===== config.mk =====
export PLATFORM = sky130hd
export DESIGN_NAME = fismos_mem_router
export DESIGN_NICKNAME = d
export VERILOG_FILES = /design/src/rtl/fismos_mem_router.sv
export SDC_FILE = /design/constraint.sdc
export NUM_CORES = 1
export LEC_CHECK = 0
export ABC_AREA = 1
export CAP_MARGIN = 40
export CORE_AREA = 2 2 135 137
export DETAILED_ROUTE_END_ITERATION = 10
export DIE_AREA = 0 0 137 139
export GPL_TIMING_DRIVEN = 0
export PLACE_DENSITY_LB_ADDON = 0.1
export SETUP_SLACK_MARGIN = 0.02
export SYNTH_ARGS = -nofsm -noshare
export SYNTH_HDL_FRONTEND = slang
export SYNTH_SLANG_ARGS = --single-unit

===== constraint.sdc =====
create_clock -name clk -period 1.6 [get_ports clk]
set_input_delay 0.32 -clock clk [delete_from_list [all_inputs] [get_ports clk]]
set_output_delay 0.32 -clock clk [all_outputs]
set_load 0.05 [all_outputs]

===== src/rtl/fismos_mem_router.sv =====
// fismos_mem_router: PicoRV32 native-bus router with registered one-hot decode, decode-error
// responses and a sticky error register. Optional bus watchdog: FISMOS_MEM_ROUTER_TIMEOUT_EN.
module fismos_mem_router #(
  parameter int                       NUM_SLAVES     = 4,
  parameter logic [NUM_SLAVES*32-1:0] SLAVE_BASE     = {32'h3000_0000, 32'h2000_0000,
                                                        32'h1000_0000, 32'h0000_0000},
  parameter logic [NUM_SLAVES*32-1:0] SLAVE_MASK     = {NUM_SLAVES{32'hF000_0000}},
  parameter int                       TIMEOUT_CYCLES = 255,
  parameter logic [31:0]              ERR_RDATA      = 32'hDEAD_BEEF
) (
  input  logic                     clk,
  input  logic                     resetn,
  input  logic                     m_mem_valid,
  input  logic                     m_mem_instr,
  input  logic [31:0]              m_mem_addr,
  input  logic [31:0]              m_mem_wdata,
  input  logic [3:0]               m_mem_wstrb,
  output logic                     m_mem_ready,
  output logic [31:0]              m_mem_rdata,
  output logic [NUM_SLAVES-1:0]    s_mem_valid,
  output logic                     s_mem_instr,
  output logic [31:0]              s_mem_addr,
  output logic [31:0]              s_mem_wdata,
  output logic [3:0]               s_mem_wstrb,
  input  logic [NUM_SLAVES-1:0]    s_mem_ready,
  input  logic [NUM_SLAVES*32-1:0] s_mem_rdata,
  output logic                     bus_err,
  output logic [31:0]              err_addr,
  output logic [1:0]               err_cause,
  input  logic                     err_clear,
  output logic                     irq_err
);

  if (NUM_SLAVES < 1 || NUM_SLAVES > 8 || TIMEOUT_CYCLES < 1 || TIMEOUT_CYCLES > 65535)
  begin : g_bad_cfg
    $error("fismos_mem_router: parameter out of range");
  end

  typedef enum logic [1:0] {
    ST_IDLE   = 2'd0,
    ST_ACTIVE = 2'd1,
    ST_RESP   = 2'd2
  } state_t;

  state_t                r_state;
  state_t                w_next;

  logic [NUM_SLAVES-1:0] r_sel;
  logic [31:0]           r_addr;
  logic [31:0]           r_wdata;
  logic [3:0]            r_wstrb;
  logic                  r_instr;
  logic [31:0]           r_rdata;
  logic                  r_bus_err;
  logic [31:0]           r_err_addr;
  logic [1:0]            r_err_cause;
  logic                  r_irq;

  logic                  w_accept;
  logic                  w_in_active;
  logic                  w_hit;
  logic                  w_timeout;
  logic                  w_miss_err;
  logic                  w_capture;
  logic                  w_to_err;
  logic                  w_err_set;
  logic [1:0]            w_err_cause;
  logic                  w_done;
  logic [31:0]           w_sel_rdata;

  // Lowest matching index wins: scan downwards so lower indices overwrite higher ones.
  function automatic logic [NUM_SLAVES-1:0] f_decode(input logic [31:0] addr);
    f_decode = '0;
    for (int i = NUM_SLAVES - 1; i >= 0; i--) begin
      if ((addr & SLAVE_MASK[i*32 +: 32]) == SLAVE_BASE[i*32 +: 32]) begin
        f_decode    = '0;
        f_decode[i] = 1'b1;
      end
    end
  endfunction

  assign w_accept    = (r_state == ST_IDLE) && m_mem_valid;
  assign w_in_active = (r_state == ST_ACTIVE);
  assign w_hit       = |(s_mem_ready & r_sel);

  // A decode miss latches an empty select and spends one ACTIVE cycle with no slave valid.
  assign w_miss_err  = w_in_active && (r_sel == '0);
  assign w_capture   = w_in_active && !w_miss_err && w_hit;
  assign w_to_err    = w_in_active && !w_miss_err && !w_hit && w_timeout;
  assign w_err_set   = w_miss_err | w_to_err;
  assign w_err_cause = w_miss_err ? 2'b01 : 2'b10;
  assign w_done      = w_miss_err | w_capture | w_to_err;

  always_comb begin
    w_sel_rdata = '0;
    for (int i = 0; i < NUM_SLAVES; i++) begin
      if (r_sel[i]) begin
        w_sel_rdata = w_sel_rdata | s_mem_rdata[i*32 +: 32];
      end
    end
  end

`ifdef FISMOS_MEM_ROUTER_TIMEOUT_EN
  localparam logic [15:0] TO_LIM = 16'(TIMEOUT_CYCLES);

  logic [15:0] r_to_cnt;

  always_ff @(posedge clk) begin
    if (!resetn) begin
      r_to_cnt <= '0;
    end else if (w_accept) begin
      r_to_cnt <= '0;
    end else if (w_in_active && !w_hit && !w_timeout) begin
      r_to_cnt <= r_to_cnt + 16'd1;
    end
  end

  assign w_timeout = (r_to_cnt == TO_LIM);
`else
  assign w_timeout = 1'b0;
`endif

  always_ff @(posedge clk) begin
    if (!resetn) begin
      r_state <= ST_IDLE;
    end else begin
      r_state <= w_next;
    end
  end

  always_comb begin
    w_next = r_state;
    case (r_state)
      ST_IDLE:   if (m_mem_valid) w_next = ST_ACTIVE;
      ST_ACTIVE: if (w_done)      w_next = ST_RESP;
      ST_RESP:                    w_next = ST_IDLE;
      default:                    w_next = ST_IDLE;
    endcase
  end

  always_comb begin
    s_mem_valid = '0;
    m_mem_ready = 1'b0;
    case (r_state)
      ST_ACTIVE: s_mem_valid = r_sel;
      ST_RESP:   m_mem_ready = 1'b1;
      default:   ;
    endcase
  end

  always_ff @(posedge clk) begin
    if (!resetn) begin
      r_sel       <= '0;
      r_addr      <= '0;
      r_wdata     <= '0;
      r_wstrb     <= '0;
      r_instr     <= 1'b0;
      r_rdata     <= '0;
      r_bus_err   <= 1'b0;
      r_err_addr  <= '0;
      r_err_cause <= 2'b00;
      r_irq       <= 1'b0;
    end else begin
      if (w_accept) begin
        r_sel   <= f_decode(m_mem_addr);
        r_addr  <= m_mem_addr;
        r_wdata <= m_mem_wdata;
        r_wstrb <= m_mem_wstrb;
        r_instr <= m_mem_instr;
      end
      if (w_capture) begin
        r_rdata <= w_sel_rdata;
      end else if (w_err_set) begin
        r_rdata <= ERR_RDATA;
      end
      // A new error takes priority over a simultaneous clear.
      if (w_err_set) begin
        r_bus_err   <= 1'b1;
        r_err_addr  <= r_addr;
        r_err_cause <= w_err_cause;
      end else if (err_clear) begin
        r_bus_err   <= 1'b0;
        r_err_addr  <= '0;
        r_err_cause <= 2'b00;
      end
      r_irq <= w_err_set;
    end
  end

  assign m_mem_rdata = r_rdata;
  assign s_mem_instr = r_instr;
  assign s_mem_addr  = r_addr;
  assign s_mem_wdata = r_wdata;
  assign s_mem_wstrb = r_wstrb;
  assign bus_err     = r_bus_err;
  assign err_addr    = r_err_addr;
  assign err_cause   = r_err_cause;
  assign irq_err     = r_irq;

endmodule


==> run_results.csv, run 1 <==
group,metric,value,unit
place,globalplace.congestion,0.831,
cts,tritoncts,"done",
floorplan,rows,49,
critical_path,arrival,1.27,ns
timing,post-route-period-util,99.4,%
cts,clock_sinks,141,
timing,hold_violations,0,
timing,skew,0.0123,ns
logic_synthesis,synth.distinct_cells,25,
status,status,"finished, final reports clean",
critical_path,cp_top_family,"buffers and inverters",
critical_path,cp_num_buf_inv,4,
power_and_ir_drop,ir_drop,796,µV
drt,drc_errors,0,
final_layout,syn2layout_area_growth,86.3,%
critical_path,cp-start-kind,"flop",
cts,hold_buffers,0,
hold_path,hp-start,"err_addr[16]$_SDFFE_PN0P_",
timing,fin_crit,1.59,ns
job,cap_violations,0,
final_layout,ff_latch_area,2830,µm²
cts,path_clk_slew,0.06,ns
timing,timing.hold.ws,0.447,ns
power_and_ir_drop,powerDensity,969,nW/µm²
grt,grt_use_total,24.6,%
cts,insertion_delay,0.43,ns
logic_synthesis,syn_avg_cell_area,7.19,µm²
grt,antenna_found_initial,1,
cts,cts_buffers,17,
cts,cts_buffer_depth,2,
place,dpl.hpwl,18000,µm
critical_path,crit_slowest_cell,"dfxtp_2",
critical_path,setup.worst_path.end_class,"output pin",
drt,vias,6758,
critical_path,crit_path_max_incr_delay,0.32,ns
hold_path,hp-class,"reg -> reg",
timing,setup_viol,0,
drt,wl_per_cell,16.7,µm
critical_path,r2r_slack,0.09,ns
drt,drtPass1Iterations,4,
critical_path,r2r-start,"r_sel[1]$_SDFFE_PN0P_",
logic_synthesis,ys_seq_area_share,48.1,%
cts,ctsHtreeMaxLevel,4,
timing,final_max_slew_viol_count,0,
timing,grt_setup_unrepaired,"true",
drt,routed_wl,24200,µm
critical_path,critPathRequiredTime,1.28,ns
grt,grt_max_degree,17,
floorplan,initial_core_util,33.2,%
hold_path,whs_path_depth,2,
final_layout,nets,1413,
drt,drt_iter0_drc,245,
floorplan,die_h,139,µm
timing,fin_setup_tns,0,ns
logic_synthesis,yosysWarnings,0,
drt,ant_nets,0,
floorplan,fp.dieW,137,µm
final_layout,multiInputGateArea,2770,µm²
hold_path,hold_end,"err_addr[16]$_SDFFE_PN0P_",
timing,worst_pin_slew,0.538,ns
timing,fmax,629,MHz
critical_path,cp_max_fo,4,
critical_path,r2r_cells,9,
final_layout,layout-drive-gt1-share,24.6,%
drt,viasPerCell,4.66,
critical_path,reg2reg_to,"m_mem_rdata[28]$_SDFFE_PN0P_",
timing,relSlewSlack,64.1,%
power_and_ir_drop,leakagePower,4.22,nW
grt,grt_pass1_wl,35800,µm
logic_synthesis,syn-instance-count,816,
cts,root_buffer,"clkbuf_16",
floorplan,dieArea,19000,µm²
power_and_ir_drop,power.total,10.6,mW
logic_synthesis,synth-seq-cells,141,
place,portBuffers,345,
grt,grt_pass1_vias,6545,
grt,grt-ovfl-total,0,
floorplan,pin_count,347,
critical_path,worstSetupPathType,"reg -> out",
critical_path,worstPathCellList,"buf_6 > clkbuf_16 > inv_4 > nor2_4 > buf_8",
logic_synthesis,synthesis.area,5870,µm²
logic_synthesis,syn_nets,1021,
floorplan,core,17700,µm²
final_layout,final.fill_count,1647,
cell type report:
type	instances	area share, %
Antenna cell	1	0.0229
Buffer	56	4.06
Clock buffer	18	4.02
Clock inverter	14	1.41
Inverter	15	0.721
Multi-Input combinational cell	601	25.3
Sequential cell	141	25.9
Tap cell	229	2.62
Timing Repair Buffer	376	35.9
worst min-delay path, delay by kind of cell (launching register included):
| family | cells | cell delay (ns) |
|---|---|---|
| flops | 1 | 0.31 |
| compound gates | 1 | 0.05 |
| simple gates | 1 | 0.05 |
cell usage after synthesis:
cell type	instances	area [µm²]
nand4_4	1	21.3
buf_4	2	15.0
o21ai_2	16	140
inv_1	13	48.8
nand4_1	32	200
nand2_2	3	18.8
buf_8	2	30.0
o21ai_1	3	15.0
clkbuf_1	38	143
buf_1	1	3.75
nand3_1	27	135
nor2_4	2	22.5
clkbuf_2	2	10.0
a21oi_1	23	115
a21oi_4	1	16.3
buf_2	8	40.0
o21ai_0	100	500
nor2_1	190	713
conb_1	1	3.75
buf_6	6	67.6
clkinv_2	2	10.0
or2_2	1	6.26
dfxtp_1	141	2820
nand2_4	2	22.5
nand2_1	199	747
placed cells by master (no fill, tap or decap), types with 2 or more instances in the layout:
cell type	count
dfxtp_2	4
clkbuf_16	23
buf_8	8
nand2_1	196
clkinvlp_4	4
nand2_8	3
inv_6	4
clkbuf_2	24
buf_12	2
buf_4	27
inv_8	3
clkdlybuf4s50_1	204
inv_1	8
nand4_1	32
nor2_1	185
dfxtp_1	136
clkbuf_1	9
nor2_4	6
a21oi_1	23
nand2_2	3
o21ai_1	16
inv_4	3
clkdlybuf4s15_2	133
o21ai_0	84
nand3_1	27
nand2_4	2
buf_2	7
o21ai_2	19
clkinv_4	4
buf_6	10
flip-flops by register name (all words and copies together), names as in the netlist:
register     count
err_addr        32
m_mem_rdata     32
s_mem_addr      32
s_mem_wdata     32
r_sel            4
s_mem_wstrb      4
r_state          2
bus_err          1
irq_err          1
s_mem_instr      1
how the worst max path moves through the flow:
| stage | cells past startpoint | slack [ns] | start | end |
|---|---|---|---|---|
| 6_report | 5 | 0.01 | r_sel[0]$_SDFFE_PN0P_ | s_mem_valid[0] |
| 4_1_cts | 4 | -0.01 | r_state[1]$_SDFFE_PN0P_ | s_mem_valid[2] |
| 5_1_grt | 5 | -0.04 | r_sel[3]$_SDFFE_PN0P_ | s_mem_valid[3] |
| 3_3_place_gp | 5 | -0.88 | r_sel[2]$_SDFFE_PN0P_ | s_mem_valid[2] |
| 3_5_place_dp | 5 | -0.92 | r_sel[2]$_SDFFE_PN0P_ | s_mem_valid[2] |
| 2_1_floorplan | 4 | 0.02 | r_sel[0]$_SDFFE_PN0P_ | s_mem_valid[0] |
metal layers:
| layer | routed length [µm] | vias to the layer above | GRT usage (%) |
|---|---|---|---|
| met3 | 2230 | 47 | 9.10 |
| met1 | 9370 | 3023 | 27.2 |
| met5 | 0 | - | 0 |
| met2 | 11800 | 252 | 42.3 |
| met4 | 784 | 0 | 9.98 |
| li1 | - | 3436 | - |
through the flow:
stage | setup slack (ns) | cells | util [%] | area (µm²)
floorplan | 0.0213 | 816 | - | 5880
global placement | -0.880 | 1390 | 54.5 | 9620
detailed placement | -0.922 | 1390 | 54.5 | 9620
CTS | -0.0128 | 1440 | 60.7 | 10700
global route | -0.0378 | 1451 | 61.9 | 10900
finish | 0.00993 | 1451 | 61.9 | 10900
where the power goes:
part / internal [mW] / switching (mW) / total, mW
clock network: 2.24 / 1.68 / 3.92
registers: 3.76 / 0.149 / 3.91
logic: 1.11 / 1.65 / 2.76
total: 7.12 / 3.48 / 10.6
cell families after synthesis:
logic type / after synthesis / synth area share, %
AND/OR/NAND/NOR: 457 / 32.2
buffers and inverters: 74 / 6.27
flip-flops: 141 / 48.1
other: 1 / 0.0639
AO/OA/AOI/OAI: 143 / 13.4
what timing repair did:
| item | 4_1_cts | 5_1_grt |
|---|---|---|
| gates resized for setup | 494 | 85 |
| pin swaps | 6 | 10 |
| endpoints found under the setup margin | 262 | 129 |
| setup buffers | 19 | 10 |
| cloned | 0 | 2 |
No activity file was read; power rests on OpenSTA's default activity.
==> run 2: changes to the inputs <==
--- a/config.mk
+++ b/config.mk
@@ -11,8 +11,9 @@
 export DETAILED_ROUTE_END_ITERATION = 10
 export DIE_AREA = 0 0 137 139
 export GPL_TIMING_DRIVEN = 0
-export PLACE_DENSITY_LB_ADDON = 0.1
+export PLACE_DENSITY = 0.74
 export SETUP_SLACK_MARGIN = 0.02
+export SLEW_MARGIN = 20
 export SYNTH_ARGS = -nofsm -noshare
 export SYNTH_HDL_FRONTEND = slang
 export SYNTH_SLANG_ARGS = --single-unit
==> run 2 against run 1 <==
  * Die area is the same
  * First-iteration DRC count fell by 6.5%
  * Sequential cell count did not move
  * Global-route usage about the same
  * The flow now finishes with violations (negative setup slack)
  * Critical path depth unchanged
  * Register-to-register slack got worse by 0.02 ns
  * Clock skew down 0.0041 ns
  * Cell area fell by 2.8%
  * Setup slack got worse by 0.025 ns
==> run_results.csv, run 2 (synthesis gave the netlist of run 1 again) <==
group,metric,value,unit
timing,setup_viol,1,
drt,wl_per_cell,16.9,µm
timing,setup_slack,-0.0150,ns
grt,antenna_found_initial,2,
drt,ant_nets,0,
cts,ctsHtreeMaxLevel,4,
place,portBuffers,345,
grt,grt_util_met3,8.95,%
final_layout,finish.utilization,60.2,%
final_layout,final_common_cell,"clkdlybuf4s50_1",
grt,grt_pass1_vias,6673,
floorplan,fp.dieW,137,µm
timing,post-route-period-util,101,%
cts,path_clk_slew,0.06,ns
status,violations,"negative setup slack",
drt,drc_errors,0,
final_layout,nets,1400,
cts,insertion_delay,0.42,ns
drt,drtPass1Iterations,5,
job,cap_violations,0,
grt,grt-ovfl-total,0,
timing,skew,0.00822,ns
critical_path,cp_max_fo,7,
grt,grtUsageMet2,43.7,%
critical_path,arrival,1.30,ns
cts,cts_buffer_depth,2,
floorplan,die_h,139,µm
critical_path,worstSetupPathType,"reg -> out",
floorplan,core,17700,µm²
floorplan,dieArea,19000,µm²
status,status,"complete, but fails checks",
critical_path,setup.worst_path.end_class,"output pin",
timing,hold_violations,0,
hold_path,whs_path_depth,2,
critical_path,r2r_cells,6,
grt,grt_pass1_wl,35700,µm
timing,fin_crit,1.62,ns
cts,root_buffer,"clkbuf_16",
timing,fmax,619,MHz
hold_path,hp-class,"reg -> reg",
drt,vias,6779,
power_and_ir_drop,powerDensity,1020,nW/µm²
power_and_ir_drop,leakagePower,4.15,nW
cts,clock_sinks,141,
timing,timing.hold.ws,0.458,ns
final_layout,syn2layout_area_growth,81.2,%
final_layout,layout_common_cells,"clkdlybuf4s50_1 (204), nand2_1 (198), nor2_1 (185)",
place,pre_cts_slack,-0.942,ns
grt,grt_max_degree,17,
floorplan,rows,49,
place,dpl.hpwl,18200,µm
timing,final_max_slew_viol_count,0,
critical_path,cp-start-kind,"flop",
place,globalplace.congestion,0.864,
final_layout,layout-drive-gt1-share,23.4,%
cts,tritoncts,"done",
drt,drt_iter0_drc,229,
floorplan,pin_count,347,
floorplan,initial_core_util,33.2,%
timing,worst_pin_slew,0.617,ns
power_and_ir_drop,ir_drop,718,µV
grt,grt_use_total,24.6,%
critical_path,critPathRequiredTime,1.28,ns
drt,viasPerCell,4.72,
timing,grt_setup_unrepaired,"true",
timing,relSlewSlack,58.9,%
grt,use_met1,25.6,%
cts,cts_buffers,17,
grt,busiest_layer,"met2",
drt,routed_wl,24300,µm
==> run 2: cell types whose count changed in the layout (fill, tap and decap cells not counted), sizes merged <==
| cell | before | now |
|---|---|---|
| clkinvlp | 4 | 2 |
| clkdlybuf4s15 | 133 | 115 |
| clkbuf | 58 | 79 |
| buf | 54 | 41 |
| clkinv | 5 | 1 |
| bufinv | 1 | 3 |
==> run 2: final timing paths <==
kind,from,to,slack (ns)
max reg2reg,r_sel[3]$_SDFFE_PN0P_,m_mem_rdata[20]$_SDFFE_PN0P_,0.07
min,err_addr[14]$_SDFFE_PN0P_,err_addr[14]$_SDFFE_PN0P_,0.46
min reg2reg,err_addr[14]$_SDFFE_PN0P_,err_addr[14]$_SDFFE_PN0P_,0.46
max,r_sel[3]$_SDFFE_PN0P_,s_mem_valid[3],-0.02
==> run 2: final cells by class <==
| type | instances | area [µm²] |
|---|---|---|
| Fill cell | 1648 | 7030 |
| Antenna cell | 1 | 2.50 |
| Multi-Input combinational cell | 601 | 2730 |
| Tap cell | 229 | 287 |
| Sequential cell | 141 | 2830 |
| Timing Repair Buffer | 361 | 3630 |
| Clock inverter | 10 | 151 |
| Clock buffer | 21 | 480 |
| Inverter | 15 | 70.1 |
| Buffer | 58 | 448 |
==> run 2: per-stage QoR <==
| step | instances | setup TNS, ns | total power, mW | area, µm² |
|---|---|---|---|---|
| CTS | 1433 | -0.0622 | 10.9 | 10700 |
| detailed placement | 1390 | -72.57 | 6.68 | 9620 |
| global route | 1437 | -0.171 | 11.2 | 10600 |
| finish | 1437 | -0.0150 | 10.8 | 10600 |
| floorplan | 816 | 0 | 5.45 | 5880 |
| global placement | 1390 | -66.19 | 6.66 | 9620 |
==> run 2: per-layer routing <==
metal / vias to the layer above / routed length, µm
met2: 273 / 12100
met4: 0 / 903
li1: 3400 / -
met1: 3051 / 8990
met5: - / 0
met3: 55 / 2330
==> run 2: what timing repair did <==
item / 4_1_cts / 5_1_grt
gates cloned: 0 / 0
buffers inserted: 13 / 3
setup endpoints to repair: 268 / 119
hold buffers: 0 / 0
pin swaps: 5 / 4
resized for setup: 481 / 61
==> run 2: critical path, stage by stage, from the launching register on <==
cell       delay, ns
dfxtp_2         0.33
buf_8           0.12
clkbuf_16       0.14
inv_4           0.03
nor2_4          0.09
buf_6           0.16
==> run 2: power by group <==
group	internal, mW	total [mW]	switching [mW]
combinational	1.04	2.66	1.62
clock	2.64	4.22	1.58
sequential	3.76	3.91	0.146
total	7.44	10.8	3.35
